File: config.mk
export PLATFORM = sky130hd
export DESIGN_NAME = cmp_unit_seq
export DESIGN_NICKNAME = d
export VERILOG_FILES = /design/src/rtl/cmp_pkg.sv /design/src/rtl/cmp_unit_seq_chunk.sv /design/src/rtl/cmp_unit_seq.sv
export SDC_FILE = /design/constraint.sdc
export NUM_CORES = 1
export LEC_CHECK = 0
export BUFFER_PORTS_ARGS = -buffer_cell sky130_fd_sc_hd__buf_4
export CAP_MARGIN = 20
export CORE_MARGIN = 2
export CORE_UTILIZATION = 30
export CTS_BUF_LIST = sky130_fd_sc_hd__clkbuf_4
export CTS_CLUSTER_SIZE = 24
export DETAILED_ROUTE_END_ITERATION = 8
export PLACE_DENSITY = 0.49
export SETUP_SLACK_MARGIN = 0.15
export SYNTH_ARGS = -nofsm -noshare
export SYNTH_HDL_FRONTEND = slang
export SYNTH_SLANG_ARGS = --single-unit
File: constraint.sdc
create_clock -name clk -period 2.5 [get_ports clk]
set_input_delay 0.25 -clock clk [delete_from_list [all_inputs] [get_ports clk]]
set_output_delay 0.25 -clock clk [all_outputs]
set_load 0.01 [all_outputs]
File: src/rtl/cmp_pkg.sv
// Shared definitions for the sequential compare unit: mode encodings,
// FSM state type and the chunk-count helper.
package cmp_pkg;

    localparam logic [2:0] CMP_SLT  = 3'd0;
    localparam logic [2:0] CMP_SLTU = 3'd1;
    localparam logic [2:0] CMP_SEQ  = 3'd2;
    localparam logic [2:0] CMP_SNE  = 3'd3;
    localparam logic [2:0] CMP_SLE  = 3'd4;
    localparam logic [2:0] CMP_SLEU = 3'd5;

    typedef enum logic [1:0] {
        IDLE = 2'd0,
        RUN  = 2'd1,
        DONE = 2'd2
    } state_t;

    function automatic int cmp_nchunk(input int width, input int chunk);
        return width / chunk;
    endfunction

endpackage

File: src/rtl/cmp_unit_seq_chunk.sv
// Combinational compare of one CHUNK-bit slice; flip_msb turns the slice
// into offset-binary so the top chunk orders as two's complement.
module cmp_chunk #(
    parameter int CHUNK = 4
) (
    input  logic [CHUNK-1:0] a,
    input  logic [CHUNK-1:0] b,
    input  logic             flip_msb,
    output logic             lt,
    output logic             eq
);

    logic [CHUNK-1:0] msb_mask;
    logic [CHUNK-1:0] a_adj;
    logic [CHUNK-1:0] b_adj;

    assign msb_mask = {flip_msb, {(CHUNK-1){1'b0}}};
    assign a_adj    = a ^ msb_mask;
    assign b_adj    = b ^ msb_mask;
    assign lt       = (a_adj < b_adj);
    assign eq       = (a == b);

endmodule

File: src/rtl/cmp_unit_seq.sv
// Multi-cycle compare unit, MSB chunk first with early exit on the first
// differing chunk. Define CMP_MASK_OUT_EN for an all-ones true result.
module cmp_unit_seq
    import cmp_pkg::*;
#(
    parameter int WIDTH = 16,
    parameter int CHUNK = 4
) (
    input  logic             clk,
    input  logic             rst,
    input  logic             in_valid,
    output logic             in_ready,
    input  logic [WIDTH-1:0] x,
    input  logic [WIDTH-1:0] y,
    input  logic [2:0]       mode,
    output logic             out_valid,
    input  logic             out_ready,
    output logic [WIDTH-1:0] result,
    output logic             busy
);

    localparam int NCHUNK = cmp_nchunk(WIDTH, CHUNK);
    localparam int IDX_W  = (NCHUNK > 1) ? $clog2(NCHUNK) : 1;
    localparam logic [IDX_W-1:0] IDX_TOP = IDX_W'(NCHUNK - 1);

`ifdef CMP_MASK_OUT_EN
    localparam logic [WIDTH-1:0] TRUE_VAL = {WIDTH{1'b1}};
`else
    localparam logic [WIDTH-1:0] TRUE_VAL = WIDTH'(1);
`endif

    state_t           state_q, state_d;
    logic [IDX_W-1:0] idx_q, idx_d;
    logic             lt_q, lt_d;
    logic             eq_q, eq_d;
    logic [WIDTH-1:0] x_q, y_q;
    logic [2:0]       mode_q;

    logic [CHUNK-1:0] a_c, b_c;
    logic             flip_c, lt_c, eq_c, true_c;

    // Only the top chunk carries the sign bit, so only it gets flipped.
    assign flip_c = ((mode_q == CMP_SLT) || (mode_q == CMP_SLE)) && (idx_q == IDX_TOP);
    assign a_c    = x_q[idx_q*CHUNK +: CHUNK];
    assign b_c    = y_q[idx_q*CHUNK +: CHUNK];

    cmp_chunk #(.CHUNK(CHUNK)) u_chunk (
        .a        (a_c),
        .b        (b_c),
        .flip_msb (flip_c),
        .lt       (lt_c),
        .eq       (eq_c)
    );

    always_ff @(posedge clk) begin
        if (state_q == IDLE && in_valid) begin
            x_q    <= x;
            y_q    <= y;
            mode_q <= mode;
        end
    end

    always_ff @(posedge clk or posedge rst) begin
        if (rst) begin
            state_q <= IDLE;
            idx_q   <= IDX_TOP;
            lt_q    <= 1'b0;
            eq_q    <= 1'b0;
        end else begin
            state_q <= state_d;
            idx_q   <= idx_d;
            lt_q    <= lt_d;
            eq_q    <= eq_d;
        end
    end

    always_comb begin
        state_d = state_q;
        idx_d   = idx_q;
        lt_d    = lt_q;
        eq_d    = eq_q;
        case (state_q)
            IDLE: begin
                if (in_valid) begin
                    state_d = RUN;
                    idx_d   = IDX_TOP;
                    lt_d    = 1'b0;
                    eq_d    = 1'b0;
                end
            end
            RUN: begin
                if (!eq_c) begin
                    lt_d    = lt_c;
                    eq_d    = 1'b0;
                    state_d = DONE;
                end else if (idx_q != '0) begin
                    idx_d = idx_q - 1'b1;
                end else begin
                    lt_d    = 1'b0;
                    eq_d    = 1'b1;
                    state_d = DONE;
                end
            end
            DONE: begin
                if (out_ready) begin
                    state_d = IDLE;
                end
            end
            default: state_d = IDLE;
        endcase
    end

    always_comb begin
        true_c = 1'b0;
        case (mode_q)
            CMP_SLT, CMP_SLTU: true_c = lt_q;
            CMP_SEQ:           true_c = eq_q;
            CMP_SNE:           true_c = !eq_q;
            CMP_SLE, CMP_SLEU: true_c = lt_q | eq_q;
            default:           true_c = 1'b0;
        endcase
    end

    assign in_ready  = (state_q == IDLE);
    assign out_valid = (state_q == DONE);
    assign busy      = (state_q != IDLE);
    assign result    = (out_valid && true_c) ? TRUE_VAL : '0;

endmodule

Word-level counts from Yosys, hierarchy flattened. Cells that the tools add are included.

Register bits: 41. Input port bits: 39. Output and inout bits: 19. Logic and storage cells: 61.

Add/subtract/negate cells: 1. Order comparisons: 1. Eq/ne operators: 14. Shift-type cells: 2. Mux-type cells: 18. Bitwise gates (word level): 3. Reduce and logical (&&, ||, !) cells: 15.

Operators by type and width (count): $shiftx A16 B5 Y4 (2); $mux W2 (7); $xor A4 B4 Y4 (2); $eq A3 B2 Y1 const B (2); $eq A3 B3 Y1 const B (2); $mux W1 (6); $ne A2 B2 Y1 const B (3); $pmux W2 S3 (1); $reduce_and A3 Y1 (2); $reduce_bool A2 Y1 (3); $eq A2 B2 Y1 const B (2); $eq A4 B4 Y1 (1); $lt A4 B4 Y1 (1); $pmux W1 S2 (2); $pmux W1 S4 (1); $pmux W2 S2 (1); $reduce_and A4 Y1 (1); $reduce_or A2 Y1 (2); $eq A3 B1 Y1 const B (1); $logic_and A1 B1 Y1 (3); $logic_not A3 Y1 (1); $ne A3 B3 Y1 const B (1); $eq A2 B1 Y1 const B (1); $logic_not A2 Y1 (1); 5 further kinds (5).

Logic depth before layout (Yosys ltp). Gate-level depths: netlist of run 1.

Depth in word-level cells: 7. Depth in mapped cells: 8. Gate-level depth less buffers: 7.

By module. From an unflattened synthesis of run 1, not the netlist that was laid out.

Cells, all modules: 124. Area, all modules: 1895.6 µm².

By module, submodules not included: cmp_unit_seq (times used 1, cells an instance 105, area an instance 1760.4 µm², sequential area each 1203.7 µm²); cmp_chunk (times used 1, cells an instance 19, area an instance 135.1 µm², sequential area each 0.0 µm²).

Worst setup path before layout of run 1. No wires, ideal clock.

Path type: reg2reg. Start: register idx_q[0]. End: register lt_q. Library setup time: 0.082 ns. Arrival time: 2.125 ns. Data required time: 2.418 ns. Path slack: 0.293 ns. Stages on the path, launching flop included: 9. Path buffers: 1. Clock period less this slack: 2.207 ns. Cell sequence: dfstp_2 -> buf_6 -> mux4_1 -> inv_1 -> ha_1 -> nand2b_1 -> a21o_1 -> a31o_1 -> o22ai_1.

Longest elaborated chain between the ends: 6. Elaborated cells between the ends (all ways): 13. Those cells by class: order compare (1); eq/ne (3); shift (2); mux (2); bitwise (2); reduce/logical (3).

RTL lines: from (decl) (RTL line cmp_unit_seq.sv:33) `logic [IDX_W-1:0] idx_q, idx_d;`; from (signal assigned) (RTL line cmp_unit_seq.sv:71) `idx_q <= idx_d;`; branches (longest 6 deep; another with $lt A4 B4 Y1); to (signal assigned) (RTL line cmp_unit_seq.sv:72) `lt_q <= lt_d;`; to (decl) (RTL line cmp_unit_seq.sv:34) `logic lt_q, lt_d;`.

Several ways; the timed one is not identified. A chain may end at the register's enable or synchronous reset.

Final worst setup path of run 1. Ends and elaborated chain as after synthesis.

==> flow_summary.toml, run 1 <==
[status]
status = "completed"

[yosys]
synthDistinctLibCells = 34
synth.most_common_cell = "edfxtp_1"
synth_edf_count = 35
synth.area.top_cells = "edfxtp_1 (55%), buf_4 (5.9%), mux4_2 (5.9%), dfrtp_1 (5.3%), mux4_1 (4.1%)"
synth_commonest_cells = "edfxtp_1 (35), buf_4 (15), inv_1 (12)"
yosysTopAreaCell = "edfxtp_1"
netlist_instances = 122
avgSynthCellArea_um2 = 15.6
synthFlopType = "edfxtp_1"
yosys_warnings = 0
synth_seq_area_share_pct = 63.2
ys_seq_elements = 41
yosysTopAreaCellShare_pct = 55.2
netlist_area_mm2 = 0.00191
postSynth.asyncResetShare_pct = 14.6

[clocking]
tritoncts = "done"
cts_buffers = 5
clk-insertion-delay-late_ns = 0.33
cts.sinks = 41
htree_levels = 2
clock-root-buffer = "clkbuf_4"
clk_path_buf_depth = 2
post_cts_buffers = 0
clk_pin_slew_ns = 0.11

[power]
p_leak_nw = 0.984
power.density_mw_per_mm2 = 953
vdd_drop_max_uv = 414

[grt]
overflow = 0
grt_usage_pct = 8.96
antenna_found_initial = 0
grt_max_degree = 36
grt_pass1_vias = 1070
grt_pass1_wl_um = 4910

[place]
place_hpwl_um = 2320
place_ws_ns = 0.191
port_buffers = 42
place.gp.congestion = 0.737

[critical_path]
crit_fanout = 8
crit_required_ns = 2.75
endpoint_kind = "flip-flop"
worst_setup_path_start_kind = "flip-flop"
path_class = "flip-flop to flip-flop"
critPathArrivalTime_ns = 2.51

[die]
die_w_um = 83.7
rows = 29
die_area_mm2 = 0.00701
die_h_um = 83.7
core_mm2 = 0.00624
num_io_pins = 58
start_util_pct = 30.5

[routing]
vias = 1074
ant_nets = 0
totalWireLength_um = 3150
routedWlPerCell_um = 12.6
drt-pass1-iter-count = 4
drt-vias-per-instance = 4.31
drt_iter0_drc = 32
drc_errors = 0

[timing]
final_max_slew_viol_count = 0
final.setup.tns_ns = 0
setup_slack_ns = 0.242
max_freq_ghz = 0.443
min_period_ns = 2.26
setup_violations = 0
skew_ns = 0.00728
rsz0062_at_grt = "true"
post-route-period-util_pct = 90.3
hold_viol_final = 0

[layout]
nFillCells = 609
num-nets-final = 215
areaGrowthSynthToFinish_pct = 24.7
final_layout_size_suffix_gt1_share_pct = 41.3
diodes = 0

[flow_run]
max-cap-violations = 0

[worst_hold_path]
hold_class = "input pin to flip-flop"
what timing repair did:
action / CTS / global route
hold buffers: 1 / 0
endpoints found under the setup margin: 0 / 4
endpoints found under the hold margin: 4 / 0
resized for setup: 0 / 8
routing by layer:
layer / track usage, % / wire length (um) / vias up
met3: 3.17 / 212 / 4
met5: 0 / 0 / -
met1: 10.7 / 1310 / 506
met4: 3.52 / 48 / 0
li1: - / - / 519
met2: 14.8 / 1580 / 45
where the power goes:
part           switching [mW]  leakage [nW]  internal (mW)
sequential             0.0906         0.403          0.930
clock                   0.199        0.0433          0.219
combinational           0.406         0.538          0.419
critical path: stages, from the launching register on:
cell and delay (ns):
dfstp_2 0.69, mux4_2 0.54, inv_2 0.08, ha_4 0.20, nand2b_1 0.13, a21o_1 0.17
a31o_1 0.20, o22ai_1 0.15
metrics by stage:
| step | hold WS, ns | cells | utilization (%) | area (um2) | power [mW] |
|---|---|---|---|---|---|
| floorplan | 0.0395 | 136 | - | 1960 | 1.59 |
| global placement | 0.187 | 240 | 36.1 | 2260 | 1.78 |
| detailed placement | 0.197 | 240 | 36.1 | 2260 | 1.80 |
| CTS | 0.0528 | 249 | 37.6 | 2340 | 2.23 |
| global route | 0.0509 | 249 | 38.1 | 2380 | 2.42 |
| finish | 0.0750 | 249 | 38.1 | 2380 | 2.26 |
path summary, 6_finish.rpt:
check | depth (start not counted) | to | slack, ns | from
max in group asynchronous | 3 | idx_q[0] | 1.85 | rst
max | 7 | lt_q | 0.24 | idx_q[0]
min reg2reg | 2 | eq_q | 0.56 | eq_q
min in group asynchronous | 3 | state_q[1] | 0.38 | rst
min | 2 | state_q[1] | 0.08 | out_ready
max reg2reg | 7 | lt_q | 0.24 | idx_q[0]
cell type report:
cell class | instances | area [um2] | share of cell area (%)
Sequential cell | 41 | 1200 | 50.7
Multi-Input combinational cell | 66 | 612 | 25.8
Timing Repair Buffer | 45 | 340 | 14.3
Tap cell | 77 | 96.3 | 4.05
Clock buffer | 6 | 45.0 | 1.90
Inverter | 12 | 45.0 | 1.90
Clock inverter | 2 | 33.8 | 1.42
flip-flops by register name, indices dropped and copies added, names as in the netlist:
name     cells
x_q         16
y_q         16
mode_q       3
idx_q        2
state_q      2
eq_q         1
lt_q         1
placed cells by master (no fill, tap or decap), types with 2 or more instances in the layout:
| master | instances |
|---|---|
| o22ai_1 | 2 |
| a21oi_1 | 2 |
| nand2b_1 | 3 |
| nor2_1 | 5 |
| nand2_1 | 5 |
| nor3b_1 | 2 |
| ha_1 | 2 |
| buf_4 | 44 |
| a21o_1 | 2 |
| edfxtp_1 | 35 |
| conb_1 | 15 |
| dfrtp_1 | 4 |
| ha_4 | 3 |
| inv_1 | 11 |
| a221oi_2 | 2 |
| mux4_2 | 8 |
| clkbuf_4 | 6 |
| dfstp_2 | 2 |
logic make-up after synthesis:
group                    after synthesis  synth area share (%)
adder cells (fa/ha/maj)                5                  3.28
XOR/XNOR                               1                  1.44
buffers and inverters                 29                  9.13
flip-flops                            41                  63.2
AO/OA/AOI/OAI                         14                  6.04
multiplexers                           9                  10.6
other                                  1                 0.197
AND/OR/NAND/NOR                       22                  6.11
(Power assumes the default switching activity.)
==> run 2: changes to the inputs <==
CORE_UTILIZATION = 35   (was 30)
PLACE_DENSITY = 0.56   (was 0.49)
clock period = 2.85 ns   (was 2.5 ns; I/O delays follow)
==> run 2 against run 1 <==
- wire length fell by 6.1%
- worst setup slack gained 0.21 ns
- sequential power decreased by 12%
- critical path depth is 1 lower
- global-route usage rose by 1.8 points
- first-iteration DRC count down 3.1%
- clock power shrank 13%
- design area decreased by 2.0%
- die area decreased by 14%
- cell count shrank 3.2%
- hold slack better by 0.035 ns
- largest cell class unchanged
- highest routed layer is now met3
==> flow_summary.toml, run 2 (same netlist as run 1, synthesis figures left out) <==
[critical_path]
crit_required_ns = 3.12
setup.worst_path.start = "idx_q[0]"
endpoint_kind = "flip-flop"
critPathArrivalTime_ns = 2.67
r2r_start = "idx_q[0]"
rr_endpoint = "idx_q[1]"
rrSetupSlack_ns = 0.45
crit_path_end = "idx_q[1]"
r2r_cells = 6
worst_setup_path_start_kind = "flip-flop"
crit_fanout = 10
path_class = "flip-flop to flip-flop"

[power]
power.density_mw_per_mm2 = 818
vdd_drop_max_uv = 342
p_leak_nw = 0.990
p_total_mw = 1.91

[die]
rows = 26
die_area_mm2 = 0.00605
num_io_pins = 58
start_util_pct = 36.8
die_h_um = 77.8
core_mm2 = 0.00517
die_w_um = 77.8

[grt]
overflow = 0
antenna_found_initial = 0
grt_pass1_wl_um = 5030
grt_usage_pct = 10.8
grt_pass1_vias = 1083
grt_max_degree = 36

[clocking]
clock-root-buffer = "clkbuf_4"
clk-insertion-delay-late_ns = 0.34
post_cts_buffers = 0
tritoncts = "done"
cts_buffers = 5
clk_path_buf_depth = 2
htree_levels = 2
clk_pin_slew_ns = 0.12
cts.sinks = 41

[timing]
skew_ns = 0.00742
setup_violations = 0
final.setup.tns_ns = 0
hold_viol_final = 0
post-route-period-util_pct = 84.2
max_freq_ghz = 0.416
final_max_slew_viol_count = 0
setup_slack_ns = 0.449
min_period_ns = 2.40
rsz0062_at_grt = "false"

[routing]
routedWlPerCell_um = 12.3
drt_iter0_drc = 31
drc_errors = 0
ant_nets = 0
drt-pass1-iter-count = 4
totalWireLength_um = 2960
drt-vias-per-instance = 4.44
vias = 1071

[layout]
num-nets-final = 214
mostFrequentLayoutCells = "buf_4 (43), edfxtp_1 (35), conb_1 (15)"
areaGrowthSynthToFinish_pct = 22.2
final_layout_size_suffix_gt1_share_pct = 36.3
final_common_cell = "buf_4"
post-route-util_pct = 45.0
largestRegisters = "x_q x16, y_q x16, mode_q x3"
diodes = 0
nFillCells = 465
fin_cells = 241

[place]
place_ws_ns = 0.429
place_hpwl_um = 2260
place.gp.congestion = 0.833
port_buffers = 42
dpl.cell_count = 232

[status]
status = "completed"

[flow_run]
max-cap-violations = 0

[worst_hold_path]
hold_class = "input pin to flip-flop"
hold_depth = 2
==> run 2: cell count changes in the layout (fill, tap and decap cells not counted), moves of 3 or more <==
cell	previous run	this run
ha_1	2	5
ha_4	3	0
mux4_1	0	3
mux4_2	8	5
==> run 2: where the power goes <==
part | leakage (nW) | switching [mW] | total (mW) | internal, mW
logic | 0.548 | 0.320 | 0.645 | 0.326
registers | 0.403 | 0.0789 | 0.895 | 0.816
clock network | 0.0389 | 0.183 | 0.365 | 0.182
==> run 2: worst min-delay path by stage <==
stage               startpoint         end
finish               out_ready  state_q[1]
global route              y[3]      y_q[3]
CTS                  out_ready  state_q[1]
detailed placement         rst        eq_q
global placement           rst        eq_q
floorplan                  rst        eq_q
==> run 2: through the flow <==
step | area (um2) | hold WS (ns)
4_1_cts | 2330 | 0.0829
3_5_place_dp | 2240 | 0.224
2_1_floorplan | 1960 | 0.0745
5_1_grt | 2330 | 0.0652
6_report | 2330 | 0.110
3_3_place_gp | 2240 | 0.224
==> run 2: critical path, cell delays in order, from the launching register on <==
cell and delay [ns]:
dfstp_2 0.74, mux4_2 0.57, ha_1 0.34, nand3_1 0.09, nor3_1 0.32, nand2_1 0.14
o211ai_2 0.14
==> run 2: layer usage <==
layer	vias up	part of all wire, %	GRT usage, %
li1	521	-	-
met1	503	44	14.2
met2	47	48	16.4
met5	-	0	0
met3	0	8.3	4.42
met4	0	0	3.21
==> run 2: cell type report <==
cell class,count,area [um2],share of cell area (%)
Clock inverter,3,41.3,1.77
Clock buffer,5,37.5,1.61
Inverter,12,45.0,1.93
Timing Repair Buffer,44,333,14.3
Tap cell,70,87.6,3.76
Multi-Input combinational cell,66,581,24.9
Sequential cell,41,1200,51.7
==> run 2: repair_timing <==
item / 4_1_cts / 5_1_grt
hold buffers: 1 / 0
resized for setup: 0 / 0
endpoints found under the hold margin: 4 / 0
==> run 3: changes to the inputs <==
ABC_AREA = 1   (was not set)
PLACE_DENSITY = 0.58   (was 0.56)
clock period = 2.2 ns   (was 2.85 ns; I/O delays follow)
==> run 3 against run 2 <==
- sequential cell count did not move
- clock skew rose by 0.00064 ns
- count of clock-buffer cells in the layout rose by 1
- wire length rose by 21%
- register-to-register slack got worse by 0.16 ns
- cell count rose by 31%
- sequential power rose by 30%
- utilization rose by 0.52 points
- largest power group is now combinational cells
==> flow_summary.toml, run 3 <==
[status]
status = "completed"

[yosys]
netlist_instances = 190
yosys_warnings = 0
postSynth.asyncResetShare_pct = 14.6
netlist_area_mm2 = 0.00197
synth.most_common_cell = "nand2_1"
yosysTopAreaCellShare_pct = 53.3
synthDistinctLibCells = 24
avgSynthCellArea_um2 = 10.4
synth.area.top_cells = "edfxtp_1 (53%), nand2_1 (9.1%), buf_4 (5.7%), dfrtp_1 (5.1%), inv_1 (3.2%)"
synth_seq_area_share_pct = 61.0
synth_edf_count = 35
synth_commonest_cells = "nand2_1 (48), edfxtp_1 (35), inv_1 (17)"
synthFlopType = "edfxtp_1"
ys_seq_elements = 41
yosysTopAreaCell = "edfxtp_1"

[layout]
nFillCells = 538
mostFrequentLayoutCells = "nand2_1 (48), buf_4 (48), edfxtp_1 (35)"
final_layout_size_suffix_gt1_share_pct = 29.1
multi_input_area_um2 = 633
regArea_mm2 = 0.00120
fin_cells = 316
largestRegisters = "x_q x16, y_q x16, mode_q x3"
num-nets-final = 287
diodes = 0
areaGrowthSynthToFinish_pct = 26.3

[place]
port_buffers = 42
place_hpwl_um = 2550
dpl.cell_count = 300
place.gp.congestion = 0.821

[clocking]
clk-insertion-delay-late_ns = 0.35
htree_levels = 2
clock-root-buffer = "clkbuf_4"
cts.sinks = 41
tritoncts = "done"
clk_path_buf_depth = 2
clk_pin_slew_ns = 0.12
cts_buffers = 5

[die]
die_w_um = 79.1
die_area_mm2 = 0.00625
die_h_um = 79.1
num_io_pins = 58
rows = 27
start_util_pct = 36.1
core_mm2 = 0.00547

[timing]
final.setup.tns_ns = 0
rsz0062_at_grt = "false"
hold_viol_final = 0
final_max_slew_viol_count = 0
setup_violations = 0
max_freq_ghz = 0.523
post-route-period-util_pct = 86.9
skew_ns = 0.00805
min_period_ns = 1.91

[grt]
grt_pass1_vias = 1289
grt_pass1_wl_um = 5890
overflow = 0
grt_use_met3_pct = 4.09
use_met1_pct = 15.6
busiest_layer = "met2"
grt_use_met2_pct = 19.8
antenna_found_initial = 0
grt_max_degree = 37
grt_usage_pct = 12.6

[critical_path]
cp.depth = 9
r2r_cells = 9
crit_fanout = 14
cp_cell_sequence = "inv_4, a32o_1, ha_1, nand2_1, inv_1, nand4_4, nand2_1, nand2_1, nand2_1"
rrSetupSlack_ns = 0.29
cp_top_family = "flip-flops"
r2r_start = "idx_q[1]"
max_stage_delay_ns = 0.64
critPathArrivalTime_ns = 2.21
path_common_cell = "nand2_1"
cp_num_buf_inv = 2
cp_slowest_cell = "dfstp_2"
crit_path_end = "lt_q"
rr_endpoint = "lt_q"
path_class = "flip-flop to flip-flop"
setup.worst_path.start = "idx_q[1]"
crit_required_ns = 2.50
worst_setup_path_start_kind = "flip-flop"
endpoint_kind = "flip-flop"

[routing]
drt-pass1-iter-count = 4
vias = 1388
drc_errors = 0
drt_iter0_drc = 54
routedWlPerCell_um = 11.3
totalWireLength_um = 3570
ant_nets = 0
drt-vias-per-instance = 4.39

[power]
comb_power_share_pct = 45.7
power.switching_mw = 1.16
internal-power_mw = 1.88
pwr-share-clk_pct = 16.1
vdd_drop_max_uv = 452
swShare_pct = 38.2
pwr-share-seq_pct = 38.2
power.density_mw_per_mm2 = 1220
p_leak_nw = 1.13

[worst_hold_path]
hold_depth = 1
hold_class = "input pin to flip-flop"

[flow_run]
max-cap-violations = 0
run 3: cell count changes in the layout (fill, tap and decap cells not counted), sizes merged, moves of 3 or more:
cell    change
buf         +6
mux4        -8
a32o        +3
a221oi      -3
nor2       +11
nand2b      -3
inv         +7
o21ai       +7
a21oi       +3
nand3       +7
nand2      +50
run 3: per-stage QoR:
step	util (%)	hold slack [ns]	area (um2)	total power, mW	setup slack, ns
finish	45.5	0.0306	2490	3.05	0.288
global route	45.5	0.000882	2490	3.33	0.151
CTS	44.4	0.0137	2430	2.96	0.155
detailed placement	42.5	0.165	2330	2.44	0.146
global placement	42.5	0.157	2330	2.42	0.191
floorplan	-	0.00951	2030	2.12	0.198
run 3: repair_timing:
action	4_1_cts	5_1_grt
resized for setup	0	6
hold buffers	1	2
buffers inserted	2	3
cloned	0	0
endpoints found under the setup margin	5	5
hold endpoints to repair	4	2
run 3: how the worst min path moves through the flow:
stage                  from         to
floorplan               rst       eq_q
global placement        rst       lt_q
detailed placement      rst       eq_q
CTS                 mode[1]  mode_q[1]
global route           x[9]     x_q[9]
finish              mode[1]  mode_q[1]
run 3: kinds of logic (layout without fill, tap and decap cells):
family          count (synthesis)  in the layout  share of synthesized area (%)
simple gates                   82             82                           18.1
flops                          41             41                           61.0
buf+inv                        39             79                           10.7
compound gates                 21             21                           6.40
fa+ha+maj                       5              5                           3.17
other cells                     1             15                          0.190
xor+xnor                        1              1                          0.444
run 3: final cells by class:
| class | instances | share of cell area (%) |
|---|---|---|
| sequential | 41 | 48.3 |
| inverter | 19 | 3.06 |
| clock buffer | 6 | 1.81 |
| tap | 72 | 3.61 |
| timing repair buffer | 52 | 16.5 |
| multi-input combinational | 124 | 25.4 |
| clock inverter | 2 | 1.36 |
run 3: worst register-to-register path, stage by stage, from the launching register on:
cell and delay (ns):
dfstp_2 0.64, inv_4 0.11, a32o_1 0.29, ha_1 0.29, nand2_1 0.06, inv_1 0.11
nand4_4 0.14, nand2_1 0.11, nand2_1 0.05, nand2_1 0.06
run 3: routing by layer:
layer	vias to the layer above	part of all wire (%)
met5	-	0
met4	0	2.0
met3	6	6.6
met2	51	47
met1	622	45
li1	709	-
run 3: power by group through the flow:
stage / registers (mW) / clock network, mW / logic (mW)
2_1_floorplan: 1.14 / 0 / 0.986
4_1_cts: 1.17 / 0.504 / 1.29
3_5_place_dp: 1.21 / 0 / 1.23
6_report: 1.16 / 0.489 / 1.39
5_1_grt: 1.19 / 0.536 / 1.60
3_3_place_gp: 1.21 / 0 / 1.21
